<file path="src/rtl/wb_host_pkg.sv">
`default_nettype none
// ============================================================================
// Package  : wb_host_pkg
// Purpose  : Shared state encoding and sizing helpers for the Wishbone host.
// Revision : 1.0 - initial release
// ============================================================================
package wb_host_pkg;

   typedef enum logic [1:0] {
      ST_IDLE = 2'd0,
      ST_BUS  = 2'd1,
      ST_RESP = 2'd2
   } state_t;

   function automatic int bytes_of(input int data_width);
      return data_width / 8;
   endfunction

   // Counter must be able to hold the value TIMEOUT itself
   function automatic int to_width(input int timeout);
      return (timeout < 1) ? 1 : $clog2(timeout + 1);
   endfunction

endpackage
`default_nettype wire

</file>
<file path="src/rtl/wbm_timeout_ctr.sv">
`default_nettype none
// ============================================================================
// Module   : wbm_timeout_ctr
// Purpose  : Per-beat ack watchdog; expired is high on the TIMEOUT-th cycle.
// Revision : 1.0 - initial release
// ============================================================================
module wbm_timeout_ctr
   import wb_host_pkg::*;
#(
   parameter int TIMEOUT = 64,
   parameter int TO_W    = to_width(TIMEOUT)
) (
   input  logic wb_clk_i,
   input  logic wb_rst_i,
   input  logic clear,
   input  logic enable,
   output logic expired
);

   logic [TO_W-1:0] r_cnt;

   // Saturates at TIMEOUT-1 so expired stays asserted until cleared
   always_ff @(posedge wb_clk_i or posedge wb_rst_i) begin
      if (wb_rst_i)
         r_cnt <= '0;
      else if (clear)
         r_cnt <= '0;
      else if (enable && !expired)
         r_cnt <= r_cnt + 1'b1;
   end

   assign expired = (r_cnt == TO_W'(TIMEOUT - 1));

endmodule
`default_nettype wire

</file>
<file path="src/rtl/wb_fir_host_master.sv">
`default_nettype none
// ============================================================================
// Module   : wb_fir_host_master
// Purpose  : Command/response driven classic Wishbone initiator, one beat at a
//            time, with fixed/incrementing bursts and a per-beat ack timeout.
// Revision : 1.0 - initial release
// ============================================================================
module wb_fir_host_master
   import wb_host_pkg::*;
#(
   parameter int ADDR_WIDTH = 32,
   parameter int DATA_WIDTH = 32,
   parameter int LEN_WIDTH  = 8,
   parameter int TIMEOUT    = 64
) (
   input  logic                    wb_clk_i,
   input  logic                    wb_rst_i,
   input  logic                    cmd_valid,
   output logic                    cmd_ready,
   input  logic                    cmd_we,
   input  logic [ADDR_WIDTH-1:0]   cmd_adr,
   input  logic [DATA_WIDTH-1:0]   cmd_dat,
   input  logic [DATA_WIDTH/8-1:0] cmd_sel,
   input  logic [LEN_WIDTH-1:0]    cmd_len,
   input  logic                    cmd_inc,
   output logic                    rsp_valid,
   input  logic                    rsp_ready,
   output logic [DATA_WIDTH-1:0]   rsp_dat,
   output logic                    rsp_err,
   output logic                    rsp_last,
   output logic                    busy,
   output logic                    wbm_cyc_o,
   output logic                    wbm_stb_o,
   output logic                    wbm_we_o,
   output logic [ADDR_WIDTH-1:0]   wbm_adr_o,
   output logic [DATA_WIDTH/8-1:0] wbm_sel_o,
   output logic [DATA_WIDTH-1:0]   wbm_dat_o,
   input  logic                    wbm_ack_i,
   input  logic [DATA_WIDTH-1:0]   wbm_dat_i
);

   localparam int BYTES = bytes_of(DATA_WIDTH);

   state_t                  r_state, w_state;
   logic                    r_cmd_ready, w_cmd_ready;
   logic                    r_busy, w_busy;
   logic                    r_cyc, w_cyc;
   logic                    r_we, w_we;
   logic                    r_inc, w_inc;
   logic [ADDR_WIDTH-1:0]   r_adr, w_adr;
   logic [BYTES-1:0]        r_sel, w_sel;
   logic [DATA_WIDTH-1:0]   r_dat, w_dat;
   logic [LEN_WIDTH-1:0]    r_beats, w_beats;
   logic                    r_rsp_valid, w_rsp_valid;
   logic [DATA_WIDTH-1:0]   r_rsp_dat, w_rsp_dat;
   logic                    r_rsp_err, w_rsp_err;
   logic                    r_rsp_last, w_rsp_last;
   logic                    w_expired;

   wbm_timeout_ctr #(
      .TIMEOUT (TIMEOUT)
   ) u_timeout (
      .wb_clk_i (wb_clk_i),
      .wb_rst_i (wb_rst_i),
      .clear    (r_state != ST_BUS),
      .enable   ((r_state == ST_BUS) && !wbm_ack_i),
      .expired  (w_expired)
   );

   always_ff @(posedge wb_clk_i or posedge wb_rst_i) begin
      if (wb_rst_i) begin
         r_state     <= ST_IDLE;
         r_cmd_ready <= 1'b0;
         r_busy      <= 1'b0;
         r_cyc       <= 1'b0;
         r_we        <= 1'b0;
         r_inc       <= 1'b0;
         r_adr       <= '0;
         r_sel       <= '0;
         r_dat       <= '0;
         r_beats     <= '0;
         r_rsp_valid <= 1'b0;
         r_rsp_dat   <= '0;
         r_rsp_err   <= 1'b0;
         r_rsp_last  <= 1'b0;
      end else begin
         r_state     <= w_state;
         r_cmd_ready <= w_cmd_ready;
         r_busy      <= w_busy;
         r_cyc       <= w_cyc;
         r_we        <= w_we;
         r_inc       <= w_inc;
         r_adr       <= w_adr;
         r_sel       <= w_sel;
         r_dat       <= w_dat;
         r_beats     <= w_beats;
         r_rsp_valid <= w_rsp_valid;
         r_rsp_dat   <= w_rsp_dat;
         r_rsp_err   <= w_rsp_err;
         r_rsp_last  <= w_rsp_last;
      end
   end

   always_comb begin
      w_state     = r_state;
      w_cmd_ready = r_cmd_ready;
      w_busy      = r_busy;
      w_cyc       = r_cyc;
      w_we        = r_we;
      w_inc       = r_inc;
      w_adr       = r_adr;
      w_sel       = r_sel;
      w_dat       = r_dat;
      w_beats     = r_beats;
      w_rsp_valid = r_rsp_valid;
      w_rsp_dat   = r_rsp_dat;
      w_rsp_err   = r_rsp_err;
      w_rsp_last  = r_rsp_last;
      case (r_state)
         ST_IDLE: begin
            w_cmd_ready = 1'b1;
            if (cmd_valid && r_cmd_ready) begin
               w_cmd_ready = 1'b0;
               w_busy      = 1'b1;
               w_cyc       = 1'b1;
               w_we        = cmd_we;
               w_inc       = cmd_inc;
               w_adr       = cmd_adr;
               w_sel       = cmd_sel;
               w_dat       = cmd_dat;
               w_beats     = cmd_len;
               w_state     = ST_BUS;
            end
         end
         ST_BUS: begin
            // Ack takes priority over a coincident expiry
            if (wbm_ack_i) begin
               w_cyc       = 1'b0;
               w_rsp_valid = 1'b1;
               w_rsp_dat   = r_we ? '0 : wbm_dat_i;
               w_rsp_err   = 1'b0;
               w_rsp_last  = (r_beats == '0);
               w_state     = ST_RESP;
            end else if (w_expired) begin
               w_cyc       = 1'b0;
               w_rsp_valid = 1'b1;
               w_rsp_dat   = '0;
               w_rsp_err   = 1'b1;
               w_rsp_last  = 1'b1;
               w_state     = ST_RESP;
            end
         end
         ST_RESP: begin
            if (rsp_ready) begin
               w_rsp_valid = 1'b0;
               w_rsp_err   = 1'b0;
               w_rsp_last  = 1'b0;
               if (!r_rsp_err && (r_beats != '0)) begin
                  w_beats = r_beats - 1'b1;
                  if (r_inc)
                     w_adr = r_adr + ADDR_WIDTH'(BYTES);
                  w_cyc   = 1'b1;
                  w_state = ST_BUS;
               end else begin
                  w_busy      = 1'b0;
                  w_cmd_ready = 1'b1;
                  w_state     = ST_IDLE;
               end
            end
         end
         default: w_state = ST_IDLE;
      endcase
   end

   assign cmd_ready = r_cmd_ready;
   assign busy      = r_busy;
   assign wbm_cyc_o = r_cyc;
   assign wbm_stb_o = r_cyc;
   assign wbm_we_o  = r_we;
   assign wbm_adr_o = r_adr;
   assign wbm_sel_o = r_sel;
   assign wbm_dat_o = r_dat;
   assign rsp_valid = r_rsp_valid;
   assign rsp_dat   = r_rsp_dat;
   assign rsp_err   = r_rsp_err;
   assign rsp_last  = r_rsp_last;

endmodule
`default_nettype wire

</file>
<file path="config.mk">
export PLATFORM = sky130hd
export DESIGN_NAME = wb_fir_host_master
export DESIGN_NICKNAME = d
export VERILOG_FILES = /design/src/rtl/wb_host_pkg.sv /design/src/rtl/wbm_timeout_ctr.sv /design/src/rtl/wb_fir_host_master.sv
export SDC_FILE = /design/constraint.sdc
export NUM_CORES = 1
export LEC_CHECK = 0
export ABC_AREA = 1
export CAP_MARGIN = 15
export CORE_MARGIN = 2
export CORE_UTILIZATION = 46
export DETAILED_ROUTE_END_ITERATION = 6
export HOLD_SLACK_MARGIN = 0.1
export PLACE_DENSITY = 0.81
export SYNTH_ARGS = -nofsm -noshare
export SYNTH_HDL_FRONTEND = slang
export SYNTH_SLANG_ARGS = --single-unit
</file>
<file path="constraint.sdc">
create_clock -name wb_clk_i -period 4.9 [get_ports wb_clk_i]
set_input_delay 0.735 -clock wb_clk_i [delete_from_list [all_inputs] [get_ports wb_clk_i]]
set_output_delay 0.735 -clock wb_clk_i [all_outputs]
set_load 0.05 [all_outputs]
</file>
==> Yosys cells after proc, flatten, opt, wreduce, memory -nomap -nowiden <==
Index checks and enable logic that the tools add are counted.
Widths: inputs -> output; s select.
{ "classes": {"n_reduce_logical": 24, "addsub": 3, "muxes": 41, "n_eq_ne": 10} }
{ "op_table": {"columns": ["op", "count"], "rows": [
  ["$mux 32", 7],
  ["$pmux 32 s2", 1],
  ["$add 32x3->32 const B", 1],
  ["$mux 8", 3],
  ["$mux 1", 16],
  ["$pmux 8 s2", 1],
  ["$mux 7", 2],
  ["$ne 2x2->1 const B", 5],
  ["$pmux 1 s2", 5],
  ["$reduce_and 5->1", 2],
  ["$reduce_and 3->1", 3],
  ["$logic_not 8->1", 1],
  ["$mux 2", 4],
  ["$reduce_and 4->1", 2],
  ["$reduce_bool 2->1", 4],
  ["$reduce_bool 8->1", 1],
  ["$sub 8x1->8 const B", 1],
  ["$add 7x1->7 const B", 1],
  ["$eq 7x6->1 const B", 1],
  ["$pmux 2 s3", 1],
  ["$logic_and 1x1->1", 4],
  ["$reduce_and 2->1", 2],
  ["$logic_not 1->1", 3],
  ["$ne 3x2->1 const B", 1],
  ["other kinds (6)", 6]
]} }
{ "word_totals": {"inputBits": 115, "out_inout_bits": 108, "elab_cells": 93, "reg_bits": 125} }

==> Logic depth before layout (Yosys ltp) <==
Gate-level depths: netlist (run 1).
{ "logic_depth": {"ltp_word": 5, "depth_mapped": 13, "ltp_nobuf": 12} }

==> Hierarchy <==
From an unflattened synthesis (run 1), not the netlist that was laid out.
{ "unflattened": {"cells_unflattened": 810, "area_unflattened_um2": 6433.7} }
{ "by_module_without_submodules": {"columns": ["module", "cells_per_inst", "n_inst", "seq_area_each_um2", "area_per_inst_um2"], "rows": [
  ["wb_fir_host_master", 754, 1, 2952.8, 6010.8],
  ["wbm_timeout_ctr", 56, 1, 175.2, 422.9]
]} }

==> Worst setup path after synthesis (run 1) <==
No wires, ideal clock.
{ "synth_path": {"kind": "register to register", "from": "reg r_adr[3], in the netlist wbm_adr_o[3]", "to": "reg r_adr[14], in the netlist wbm_adr_o[14]", "n_path_buf": 0, "path_stages_with_launch": 11, "synth_period_minus_slack_ns": 1.881, "arrival_ns": 1.754, "required_ns": 4.773, "setup_ns": 0.127, "setup_slack_ns": 3.019, "cell_sequence": "dfrtp_1 ha_1 nand2_1 nor2_4 nand2_1 nor2_1 nand2_1 nand3_1 nand2_1 nand2_1 o21ai_0"} }
{ "synth_between": {"elab_chain_len": 5} }
{ "synth_lines": {"columns": ["item", "line_no", "rtl"], "rows": [
  ["from (decl)", "wb_fir_host_master.sv:50", "logic [ADDR_WIDTH-1:0] r_adr, w_adr;"],
  ["from (signal assigned)", "wb_fir_host_master.sv:93", "r_adr <= w_adr;"],
  ["$add 32x3->32", "wb_fir_host_master.sv:161", "w_adr = r_adr + ADDR_WIDTH'(BYTES);"],
  ["$mux 32", "wb_fir_host_master.sv:160", "if (r_inc)"],
  ["$mux 32", "wb_fir_host_master.sv:158", "if (!r_rsp_err && (r_beats != '0)) begin"],
  ["$mux 32", "wb_fir_host_master.sv:154", "if (rsp_ready) begin"],
  ["$pmux 32 s2", "wb_fir_host_master.sv:119", "case (r_state)"]
]} }
Every way passes these cells. The select of a mux whose other input is x is not followed.
A chain may end at the register's enable or synchronous reset.

==> Worst setup path in the final report (run 1) <==
{ "layout_path": {"from": "reg r_state[0]", "to": "reg r_adr[10], in the netlist wbm_adr_o[10]"} }
{ "layout_between": {"elab_chain_len": 3, "word_cells_on_any_way": 9, "cone_classes": "eq/ne (5); mux (1); reduce/logical (3)"} }
{ "layout_lines": {"columns": ["item", "line_no", "rtl"], "rows": [
  ["from (decl)", "wb_fir_host_master.sv:44", "state_t r_state, w_state;"],
  ["from (signal assigned)", "wb_fir_host_master.sv:87", "r_state <= w_state;"],
  ["$eq 2x2->1 or $logic_not 2->1 (tied branches)", "wb_fir_host_master.sv:119", null],
  ["$ne 2x2->1 (no line) or $reduce_bool 2->1 (tied branches)", null, null],
  ["$reduce_and 5->1 (no line)", null, null]
]} }
Several ways; a longest one is shown, not always the timed one.

==> results of run 1 <==
-- worst paths after layout --
kind,start,to,slack [ns],cells after the start
max in group asynchronous,wb_rst_i,wbm_dat_o[31],3.19,3
max,r_state[0],wbm_adr_o[10],1.67,10
min in group asynchronous,wb_rst_i,wbm_dat_o[30],0.87,2
min,rsp_dat[10],rsp_dat[10],0.48,2
min reg2reg,rsp_dat[10],rsp_dat[10],0.48,2
max reg2reg,r_state[0],wbm_adr_o[10],1.67,10
-- registers in the layout, indices dropped and copies added, names as in the netlist --
| signal | cells |
|---|---|
| busy | 1 |
| cmd_ready | 1 |
| r_beats | 8 |
| r_inc | 1 |
| r_state | 2 |
| rsp_dat | 32 |
| rsp_err | 1 |
| rsp_last | 1 |
| rsp_valid | 1 |
| u_timeout.r_cnt | 7 |
| wbm_adr_o | 32 |
| wbm_cyc_o | 1 |
| wbm_dat_o | 32 |
| wbm_sel_o | 4 |
| wbm_we_o | 1 |
-- routing by layer --
layer / wire, microns / up-vias
li1: - / 3042
met1: 7514 / 2763
met2: 8599 / 238
met3: 1579 / 30
met4: 345 / 0
met5: 0 / -
-- worst reg2reg max path, cell delays in order (launching register included) --
cell     delay, ns
dfrtp_1       0.37
inv_1         0.10
ha_2          0.18
buf_4         0.28
inv_1         0.11
buf_4         0.36
nor2_1        0.08
nor3_1        0.29
nand3_2       0.57
inv_2         0.62
o21ai_0       0.15
-- logic make-up (layout without fill, tap and decap cells) --
group | Yosys count | after routing
muxes | 38 | 38
DFF | 125 | 125
AOI/OAI and AO/OA | 97 | 97
and+or+nand+nor | 409 | 409
adders and majority gates | 9 | 9
xor gates and xnor gates | 2 | 2
buffers and inverters | 148 | 374
-- placed cells by master, fill, tap and decap left out, drive strengths merged, types with 3 or more instances in the layout --
cell type      count
a21oi             16
buf                4
bufinv             3
clkbuf            18
clkdlybuf4s50    222
clkinv             5
clkinvlp           5
dfrtp            125
ha                 9
inv              117
mux2              38
nand2            263
nand3             58
nor2              76
nor3               5
o21ai             37
o21bai             5
o31ai             34
-- power groups by stage --
stage                     Combinational (W)  Clock (W)  Sequential, W
after floorplan                     0.00155          0        0.00330
after global routing                0.00454    0.00135        0.00198
after CTS                           0.00424    0.00131        0.00192
after global placement              0.00416          0        0.00190
after detailed placement            0.00422          0        0.00192
final                               0.00422    0.00129        0.00192
-- metrics by stage --
stage / area, sq um / power, W / setup WS, ns / utilization
2_1_floorplan: 6643 / 0.004854 / 0.8374 / -
3_3_place_gp: 8942 / 0.006058 / 1.782 / 0.6393
3_5_place_dp: 8942 / 0.006133 / 1.662 / 0.6393
4_1_cts: 9550 / 0.007464 / 1.650 / 0.6827
5_1_grt: 9550 / 0.007863 / 1.254 / 0.6827
6_report: 9550 / 0.007424 / 1.673 / 0.6827
-- synthesized netlist by cell type, drive strengths merged --
cell and instances:
inv 116, nand4 2, nor2 76, or2 2, a31oi 2, a21oi 16
dfrtp 125, a21boi 1, ha 9, nand3b 1, nand2 263, o21ai 37
nor3 5, buf 23, o21bai 5, xor2 2, nand3 58, o31ai 34
o211ai 1, o22ai 1, clkbuf 9, and2 2, mux2 38
-- cell type report --
class / count / area [sq um] / share of cell area
inverter: 116 / 437.9 / 0.04585
tap: 180 / 225.2 / 0.02358
multi-input combinational: 555 / 2887 / 0.3022
sequential: 125 / 3128 / 0.3275
clock buffer: 18 / 439.2 / 0.04598
timing repair buffer: 226 / 2265 / 0.2371
clock inverter: 14 / 168.9 / 0.01769
==> impl_results.md, run 1 <==
* Vias at about 6,000
* Req. time, crit path at approximately 5.2 ns
* Number of nets in the layout at 1,165
* Antenna fix cells at 0
* Post-CTS Resized at 0
* Switching power at 0.003696 W
* Initial drt markers at 435
* Remaining DRCs at 0
* Clk pwr share at 0.173
* CP max FO at 48
* Met2 usage at 0.3955
* Largest family of logic cells by synthesized area: simple AND/OR/NAND/NOR gates
* Die footprint at about 15,000 sq um
* Met3 Use GR at 0.07555
* Die Y at 124.2 microns
* Critical path class: reg -> reg
* Yosys top cell area share at 0.4709
* Final Wtd Congestion at between 0.8 and 0.9
* Startpoint class of the critical path: flop
* Cells after Synth at 828
* Layout area overhead at 43.77%
* Crit path max-delay family: buffers and inverters
* Tot GR Track Use at 0.2402
* Top cells by area, synth: dfrtp_1 (47%), nand2_1 (15%), mux2_2 (6.4%)
* Std cell rows at 43
* Layout filler cell count at 1,137
* Cell Area, Synth at 6643 sq um
* Final Hold Vio Count at 0
* Internal power at 0.003729 W
* Worst Path Buf+Inv at 5
* Setup TNS at 0 ns
* Synth Area in Simple Gates at 0.2552
* Setup Fix Bufs, Post-CTS at 0
* Compound-Gate Fraction of Synth Area at 0.09418
* Cell Chain, Critical Path: inv_1, ha_2, buf_4, inv_1, buf_4, nor2_1, nor3_1, nand3_2, inv_2, o21ai_0
* DIE WIDTH at about 120 microns
* Post-CTS Hold Fix Bufs at 0
* Yosys warnings at 0
* Avg Cell Area, Syn at 8.022 sq um
* Area of the core at around 14,000 sq um
* Top Usage Layer GRT: met2
* I/O pin count at roughly 220
* Outcome: completed
* Max Cap Viol at 0
* Net Sw Frac at 0.4978
* Largest net degree at the start of global routing at 74
* Clock slew at reported path FFs at approximately 0.06 ns
* M1 GR Usage at 0.2978
* Congestion Overflow GR at 0
* Detailed placement HPWL at 12,720 microns
* Fmax at between 0.3 and 0.4 GHz
* First-pass GRT wire length at 28,280 microns
* Clk_skew at approximately 0.0088 ns
* Sequential share of the synthesized area at 0.4709
* Maximum buffer depth of the clock tree at 2
* Leak at 4.503 nW
* Setup violators final at 0
* Worst Max-Slew Pin Slew at 1.063 ns
* Normalized max-slew margin at 0.2908
* First-pass DRT Iterations at 5
* Crit path DAT at 3.51 ns
* Total CTS buffers at 17
* Routed len/inst at 14.62 microns
* Clock sinks at 125
* Layout cells sized above 1 at 0.09583
* Via density at 4.921
* Antenna-violating nets left at 0
* Yosys cell types at 38
* Area share of fa/ha/maj cells after synthesis at 0.01695
* Tmin final at 3.227 ns
* Dpl cells at about 1,200
* Clk Latency, worst-skew pair at 0.42 ns
* CTS HTree Levels at 4
* Root buffer cell: clkbuf_16
* Fin crit share at 0.6586
* WL final at between 15,000 and 20,000 microns
* Pwr/cell area at 777.4 nW/um^2
* Logic pwr share at 0.568
* Crit-path slowest cell: inv_2
* Vias in the first global route at 5,862
* Slowest cell delay on critical path at 0.61 ns
* Worst Hold Class: reg -> reg
* CP Capture Type: flop
* Reg power frac at 0.259
* Worst VDD drop at 0.0004300 V
* #FFs+latches synth at between 100 and 150
* Antenna violations before repair at 0
* CTS tree: built
* Post-synth top area cell: dfrtp_1
* Post-Synth XOR/XNOR Area at 0.002637
* Mapped Nets at 952
* Fin cells at 1,234
* Count of final max-slew check failures at 0
* RSZ-0062 raised after global routing: no
* Fin Hold WS at 0.4843 ns
* # port buffers at 222
* Initial Util at 0.4749
* Mux cell area share after synthesis at 0.06442
Note: power is estimated with default switching activity, not from simulation.
==> run 2, diff against run 1 <==
Settings changed: CORE_UTILIZATION 46 to 42, PLACE_DENSITY 0.81 to 0.77.
Clock period 4.9 ns to 2.8 ns, I/O delays scaled along.
==> impl_results.md, run 2 (same netlist as run 1, synthesis figures left out) <==
* Outcome: completed (unchanged)
* Crit path max-delay family: buffers and inverters (unchanged)
* Fmax at between 0.4 and 0.5 GHz
* Leak at 4.538 nW (was 4.503 nW)
* Routed len/inst at 14.26 microns (was 14.62 microns)
* Worst Reg-to-Reg Cells at 9 (was 10)
* Layout cells sized above 1 at 0.09915 (was 0.09583)
* Final Wtd Congestion at 0.8917 (was 0.8812)
* Setup TNS at 0 ns (unchanged)
* Antenna fix cells at 0 (unchanged)
* Area of the multi-input gates at 2887 sq um (unchanged)
* Crit path DAT at 1.74 ns (was 3.51 ns)
* DIE WIDTH at 129.8 microns (was 124.2 microns)
* Die footprint at 16,840 sq um (was 15,420 sq um)
* Req. time, crit path at 2.38 ns (was 5.18 ns)
* Worst VDD drop at 0.0009281 V (was 0.0004300 V)
* Clk Latency, worst-skew pair at 0.42 ns (about the same)
* Post-CTS Resized at 0 (unchanged)
* Maximum buffer depth of the clock tree at 2 (unchanged)
* Initial Util at 0.4337 (was 0.4749)
* Std cell rows at 45 (was 43)
* Slowest cell delay on critical path at 0.85 ns (was 0.61 ns)
* Fin crit share at 0.7708
* Count of final max-slew check failures at 0 (unchanged)
* Cell Chain, Critical Path: clkdlybuf4s50_1 (was inv_1, ha_2, buf_4, inv_1, buf_4, nor2_1, nor3_1, nand3_2, inv_2, o21ai_0)
* Crit-path slowest cell: clkdlybuf4s50_1 (was inv_2)
* Via density at 4.769 (was 4.921)
* CP Capture Type: output pin (was flop)
* CTS tree: built (unchanged)
* Worst Max-Slew Pin Slew at 0.5946 ns (was 1.063 ns)
* Worst Hold Class: reg -> reg (unchanged)
* CTS HTree Levels at 4 (unchanged)
* Setup violators final at 0 (unchanged)
* Clock sinks at 125 (unchanged)
* # port buffers at 222 (unchanged)
* Worst Setup EP: wbm_adr_o[15] (was wbm_adr_o[10])
* Die Y at 129.8 microns (was 124.2 microns)
* Area of the core at 15,310 sq um (was 13,990 sq um)
* First-pass GRT wire length at 28,450 microns (was 28,280 microns)
* Antenna violations before repair at 0 (unchanged)
* Post-CTS Hold Fix Bufs at 0 (unchanged)
* Tot GR Track Use at 0.2166 (was 0.2402)
* Clk_skew at 0.008486 ns (was 0.008768 ns)
* Final Hold Vio Count at 0 (unchanged)
* Worst reg-to-reg setup slack at 0.67 ns (was 1.67 ns)
* RSZ-0062 raised after global routing: no (unchanged)
* Vias at 6,056 (was 6,073)
* First-pass DRT Iterations at 5 (unchanged)
* Hold Crit Start: rsp_dat[19] (was rsp_dat[10])
* Root buffer cell: clkbuf_16 (unchanged)
* Vias in the first global route at 5,844 (was 5,862)
* Reg2reg end: rsp_dat[17] (was wbm_adr_o[10])
* Critical path class: reg -> out (was reg -> reg)
* Layout area overhead at 45.34% (was 43.77%)
* Most frequent cells in the layout: nand2_1 (257), clkdlybuf4s50_1 (222), dfrtp_1 (125), inv_1 (112), nor2_1 (71) (unchanged)
* Total CTS buffers at 17 (unchanged)
* Setup Fix Bufs, Post-CTS at 0 (unchanged)
* Number of nets in the layout at 1,170 (was 1,165)
* Commonest non-fill, non-tap cell in the layout: nand2_1 (unchanged)
* Clock slew at reported path FFs at 0.06 ns (about the same)
* Max Cap Viol at 0 (unchanged)
* Dpl cells at 1,238 (was 1,202)
* Initial drt markers at 440 (was 435)
* Largest net degree at the start of global routing at 82 (was 74)
* WL final at 18,110 microns (was 18,040 microns)
* Pwr/cell area at 1358 nW/um^2 (was 777.4 nW/um^2)
* Normalized max-slew margin at 0.6024 (was 0.2908)
* I/O pin count at 223 (unchanged)
* Remaining DRCs at 0 (unchanged)
* Reg-to-reg startpoint: r_state[1] (was r_state[0])
* Congestion Overflow GR at 0 (unchanged)
* Layout filler cell count at 1,305 (was 1,137)
* Fin Hold WS at 0.4810 ns (was 0.4843 ns)
* Worst Path Buf+Inv at 1 (was 5)
* Fin cells at 1,270 (was 1,234)
* Tmin final at 2.158 ns
* Register area at 3128 sq um (unchanged)
* Detailed placement HPWL at 13,050 microns (was 12,720 microns)
* Antenna-violating nets left at 0 (unchanged)
* Startpoint class of the critical path: flop (unchanged)
* CP Launch Point: wbm_adr_o[15] (was r_state[0])
* Crit. path cell count at 1 (was 10)
* CP max FO at 6 (was 48)
## run 2: cell types whose count changed in the layout (fill, tap and decap cells not counted)
| cell | change |
|---|---|
| bufinv_16 | +1 |
| buf_12 | +1 |
| buf_4 | +4 |
| clkinvlp_4 | -1 |
| clkinv_4 | +1 |
| clkbuf_8 | -1 |
| clkbuf_1 | +1 |
| inv_4 | -1 |
## run 2: how the worst min path moves through the flow
stage                         end  slack [ns]  depth (start not counted)
2_1_floorplan  u_timeout.r_cnt[6]        0.47                          2
3_3_place_gp          rsp_dat[10]        0.46                          2
3_5_place_dp          rsp_dat[19]        0.47                          2
4_1_cts               rsp_dat[19]        0.48                          2
5_1_grt                rsp_dat[8]        0.49                          2
6_report              rsp_dat[19]        0.48                          2
## run 2: metal layers
| metal | up-vias | global-route usage | share of wire |
|---|---|---|---|
| met5 | - | 0 | 0 |
| met4 | 0 | 0.05693 | 0.012 |
| met3 | 20 | 0.08077 | 0.085 |
| met2 | 218 | 0.3582 | 0.48 |
| met1 | 2763 | 0.2690 | 0.42 |
| li1 | 3055 | - | - |
## run 2: cell type report
cell class	count	share of cell area
Clock buffer	18	0.04445
Timing Repair Buffer	231	0.2398
Sequential cell	125	0.3240
Clock inverter	14	0.01996
Tap cell	211	0.02735
Multi-Input combinational cell	555	0.2990
Inverter	116	0.04549
## run 2: through the flow
| stage | cell area (sq um) | worst slack, ns | utilization | total power [W] |
|---|---|---|---|---|
| 3_5_place_dp | 9032 | 0.6862 | 0.5898 | 0.01077 |
| 3_3_place_gp | 9032 | 0.7562 | 0.5898 | 0.01065 |
| 2_1_floorplan | 6646 | 0.8407 | - | 0.008495 |
| 6_report | 9654 | 0.6417 | 0.6304 | 0.01311 |
| 5_1_grt | 9654 | 0.4191 | 0.6304 | 0.01388 |
| 4_1_cts | 9654 | 0.6386 | 0.6304 | 0.01318 |
## run 2: power breakdown
| part | switching, W | internal, W | leakage, nW |
|---|---|---|---|
| combinational | 0.00495 | 0.00249 | 2.69 |
| sequential | 0.000678 | 0.00266 | 1.55 |
| clock | 0.000849 | 0.00149 | 0.296 |
==> run 3, diff against run 2 <==
Settings changed: CORE_UTILIZATION 42 to 46, PLACE_DENSITY 0.77 to 0.81.
Clock period 2.8 ns to 2 ns, I/O delays scaled along.
==> impl_results.md, run 3 (same netlist as run 1, synthesis figures left out) <==
* Die footprint at 15,420 sq um (was 16,840 sq um)
* Final worst setup slack at 0.05290 ns (was 0.6417 ns)
* Startpoint class of the critical path: flop (unchanged)
* Normalized max-slew margin at 0.6229 (was 0.6024)
* DIE WIDTH at 124.2 microns (was 129.8 microns)
* Post-Place Worst Slack at 0.03929 ns (was 0.6862 ns)
* Final Hold Vio Count at 0 (unchanged)
* Clock sinks at 125 (unchanged)
* Area after DPL at 9074 sq um (was 9032 sq um)
* First-pass GRT wire length at 29,420 microns (was 28,450 microns)
* Critical path class: reg -> out (unchanged)
* Worst VDD drop at 0.001585 V (was 0.0009281 V)
* Pwr/cell area at 1895 nW/um^2 (was 1358 nW/um^2)
* Layout cells sized above 1 at 0.1083 (was 0.09915)
* Setup violators final at 0 (unchanged)
* Die Y at 124.2 microns (was 129.8 microns)
* Detailed placement HPWL at 13,180 microns (was 13,050 microns)
* Root buffer cell: clkbuf_16 (unchanged)
* Worst Path Buf+Inv at 1 (unchanged)
* Worst Hold Class: in -> async (was reg -> reg)
* Layout area overhead at 46.85% (was 45.34%)
* Layout filler cell count at 1,119 (was 1,305)
* Antenna violations before repair at 0 (unchanged)
* Routed len/inst at 14.67 microns (was 14.26 microns)
* Crit path DAT at 1.65 ns (was 1.74 ns)
* Remaining DRCs at 0 (unchanged)
* I/O pin count at 223 (unchanged)
* Setup TNS at 0 ns (unchanged)
* Clock slew at reported path FFs at 0.06 ns (about the same)
* Number of nets in the layout at 1,173 (was 1,170)
* WL final at 18,230 microns (was 18,110 microns)
* Std cell rows at 43 (was 45)
* Vias in the first global route at 6,137 (was 5,844)
* Fin crit share at 0.9735
* Worst Max-Slew Pin Slew at 0.5639 ns (was 0.5946 ns)
* Setup Fix Bufs, Post-CTS at 0 (unchanged)
* RSZ-0062 raised after global routing: no (unchanged)
* Req. time, crit path at 1.70 ns (was 2.38 ns)
* Post-CTS Hold Fix Bufs at 0 (unchanged)
* Count of final max-slew check failures at 0 (unchanged)
* Largest net degree at the start of global routing at 80 (was 82)
* Final Wtd Congestion at 0.9293 (was 0.8917)
* Antenna-violating nets left at 0 (unchanged)
* Clk Latency, worst-skew pair at 0.42 ns (about the same)
* CP max FO at 3 (was 6)
* Antenna fix cells at 0 (unchanged)
* Tmin final at approximately 1.9 ns
* Area of the core at 13,990 sq um (was 15,310 sq um)
* Commonest non-fill, non-tap cell in the layout: nand2_1 (unchanged)
* First-pass DRT Iterations at 7 (was 5)
* Fmax at around 0.5 GHz
* Via density at 4.959 (was 4.769)
* Slowest cell delay on critical path at 0.83 ns (was 0.85 ns)
* CP Capture Type: output pin (unchanged)
* Total CTS buffers at 17 (unchanged)
* Worst reg-to-reg setup slack at 0.16 ns (was 0.67 ns)
* Clk_skew at 0.008043 ns (was 0.008486 ns)
* Vias at 6,159 (was 6,056)
* Congestion Overflow GR at 0 (unchanged)
* Leak at 4.808 nW (was 4.538 nW)
* Tot GR Track Use at 0.2461 (was 0.2166)
* Maximum buffer depth of the clock tree at 2 (unchanged)
* Outcome: completed (unchanged)
* CTS tree: built (unchanged)
* Max Cap Viol at 0 (unchanged)
* Fin area at 9754 sq um (was 9654 sq um)
* # port buffers at 222 (unchanged)
* Most frequent cells in the layout: nand2_1 (257), clkdlybuf4s50_1 (191), dfrtp_1 (125), inv_1 (112), nor2_1 (70) (was nand2_1 (257), clkdlybuf4s50_1 (222), dfrtp_1 (125), inv_1 (112), nor2_1 (71))
* Crit-path slowest cell: clkdlybuf4s50_1 (unchanged)
* Initial Util at 0.4749 (was 0.4337)
* Initial drt markers at 402 (was 440)
* Crit path max-delay family: buffers and inverters (unchanged)
* Cell Chain, Critical Path: clkdlybuf4s50_1 (unchanged)
* CTS HTree Levels at 4 (unchanged)
==> run 3: changes by cell type in the layout (fill, tap and decap cells not counted), sizes merged <==
cell,delta
clkdlybuf4s50,-31
buf,+5
clkbuf,+1
dlymetal6s2s,+19
bufinv,-1
inv,+1
dlygate4sd2,+10
clkinvlp,-1
==> run 3: cell type report <==
| cell class | count | area, sq um | area share |
|---|---|---|---|
| inverters | 116 | 439.2 | 0.04502 |
| well taps | 180 | 225.2 | 0.02309 |
| flip-flops and latches | 125 | 3128 | 0.3207 |
| clock inverters | 13 | 163.9 | 0.01680 |
| multi-input cells | 555 | 2903 | 0.2976 |
| clock buffers | 19 | 452.9 | 0.04643 |
| repair buffers | 234 | 2442 | 0.2504 |
==> run 3: final timing paths <==
| kind | start | endpoint | cells past startpoint |
|---|---|---|---|
| max | wbm_adr_o[31] | wbm_adr_o[31] | 1 |
| max reg2reg | u_timeout.r_cnt[0] | rsp_dat[18] | 8 |
| min reg2reg | rsp_dat[29] | rsp_dat[29] | 2 |
| min in group wb_clk_i | wbm_dat_i[17] | rsp_dat[17] | 3 |
| max in group asynchronous | wb_rst_i | r_inc | 3 |
| min | wb_rst_i | wbm_dat_o[7] | 3 |
==> run 3: where the power goes <==
part	switching [W]	internal [W]	leakage, nW	total, W
clock	0.00117	0.00203	0.300	0.00320
sequential	0.000940	0.00373	1.55	0.00467
combinational	0.00701	0.00360	2.96	0.0106
total	0.00913	0.00936	4.81	0.0185
==> run 3: layer usage <==
layer / global-route usage / share of wire / up-vias
met2: 0.4150 / 0.50 / 213
met5: 0 / 0 / -
met3: 0.07280 / 0.072 / 31
met1: 0.2980 / 0.41 / 2850
li1: - / - / 3065
met4: 0.09059 / 0.021 / 0
==> run 3: timing repair <==
action	4_1_cts	5_1_grt
setup endpoints to repair	10	57
pin swaps	0	0
hold endpoints to repair	0	0
resized for setup	10	27
==> run 3: stage by stage <==
stage,instances,utilization,total power [W],hold slack (ns)
floorplan,828,-,0.01189,0.4084
global placement,1210,0.6487,0.01510,0.4638
detailed placement,1210,0.6487,0.01532,0.4701
CTS,1242,0.6919,0.01857,0.3258
global route,1242,0.6973,0.01965,0.3430
finish,1242,0.6973,0.01848,0.3308
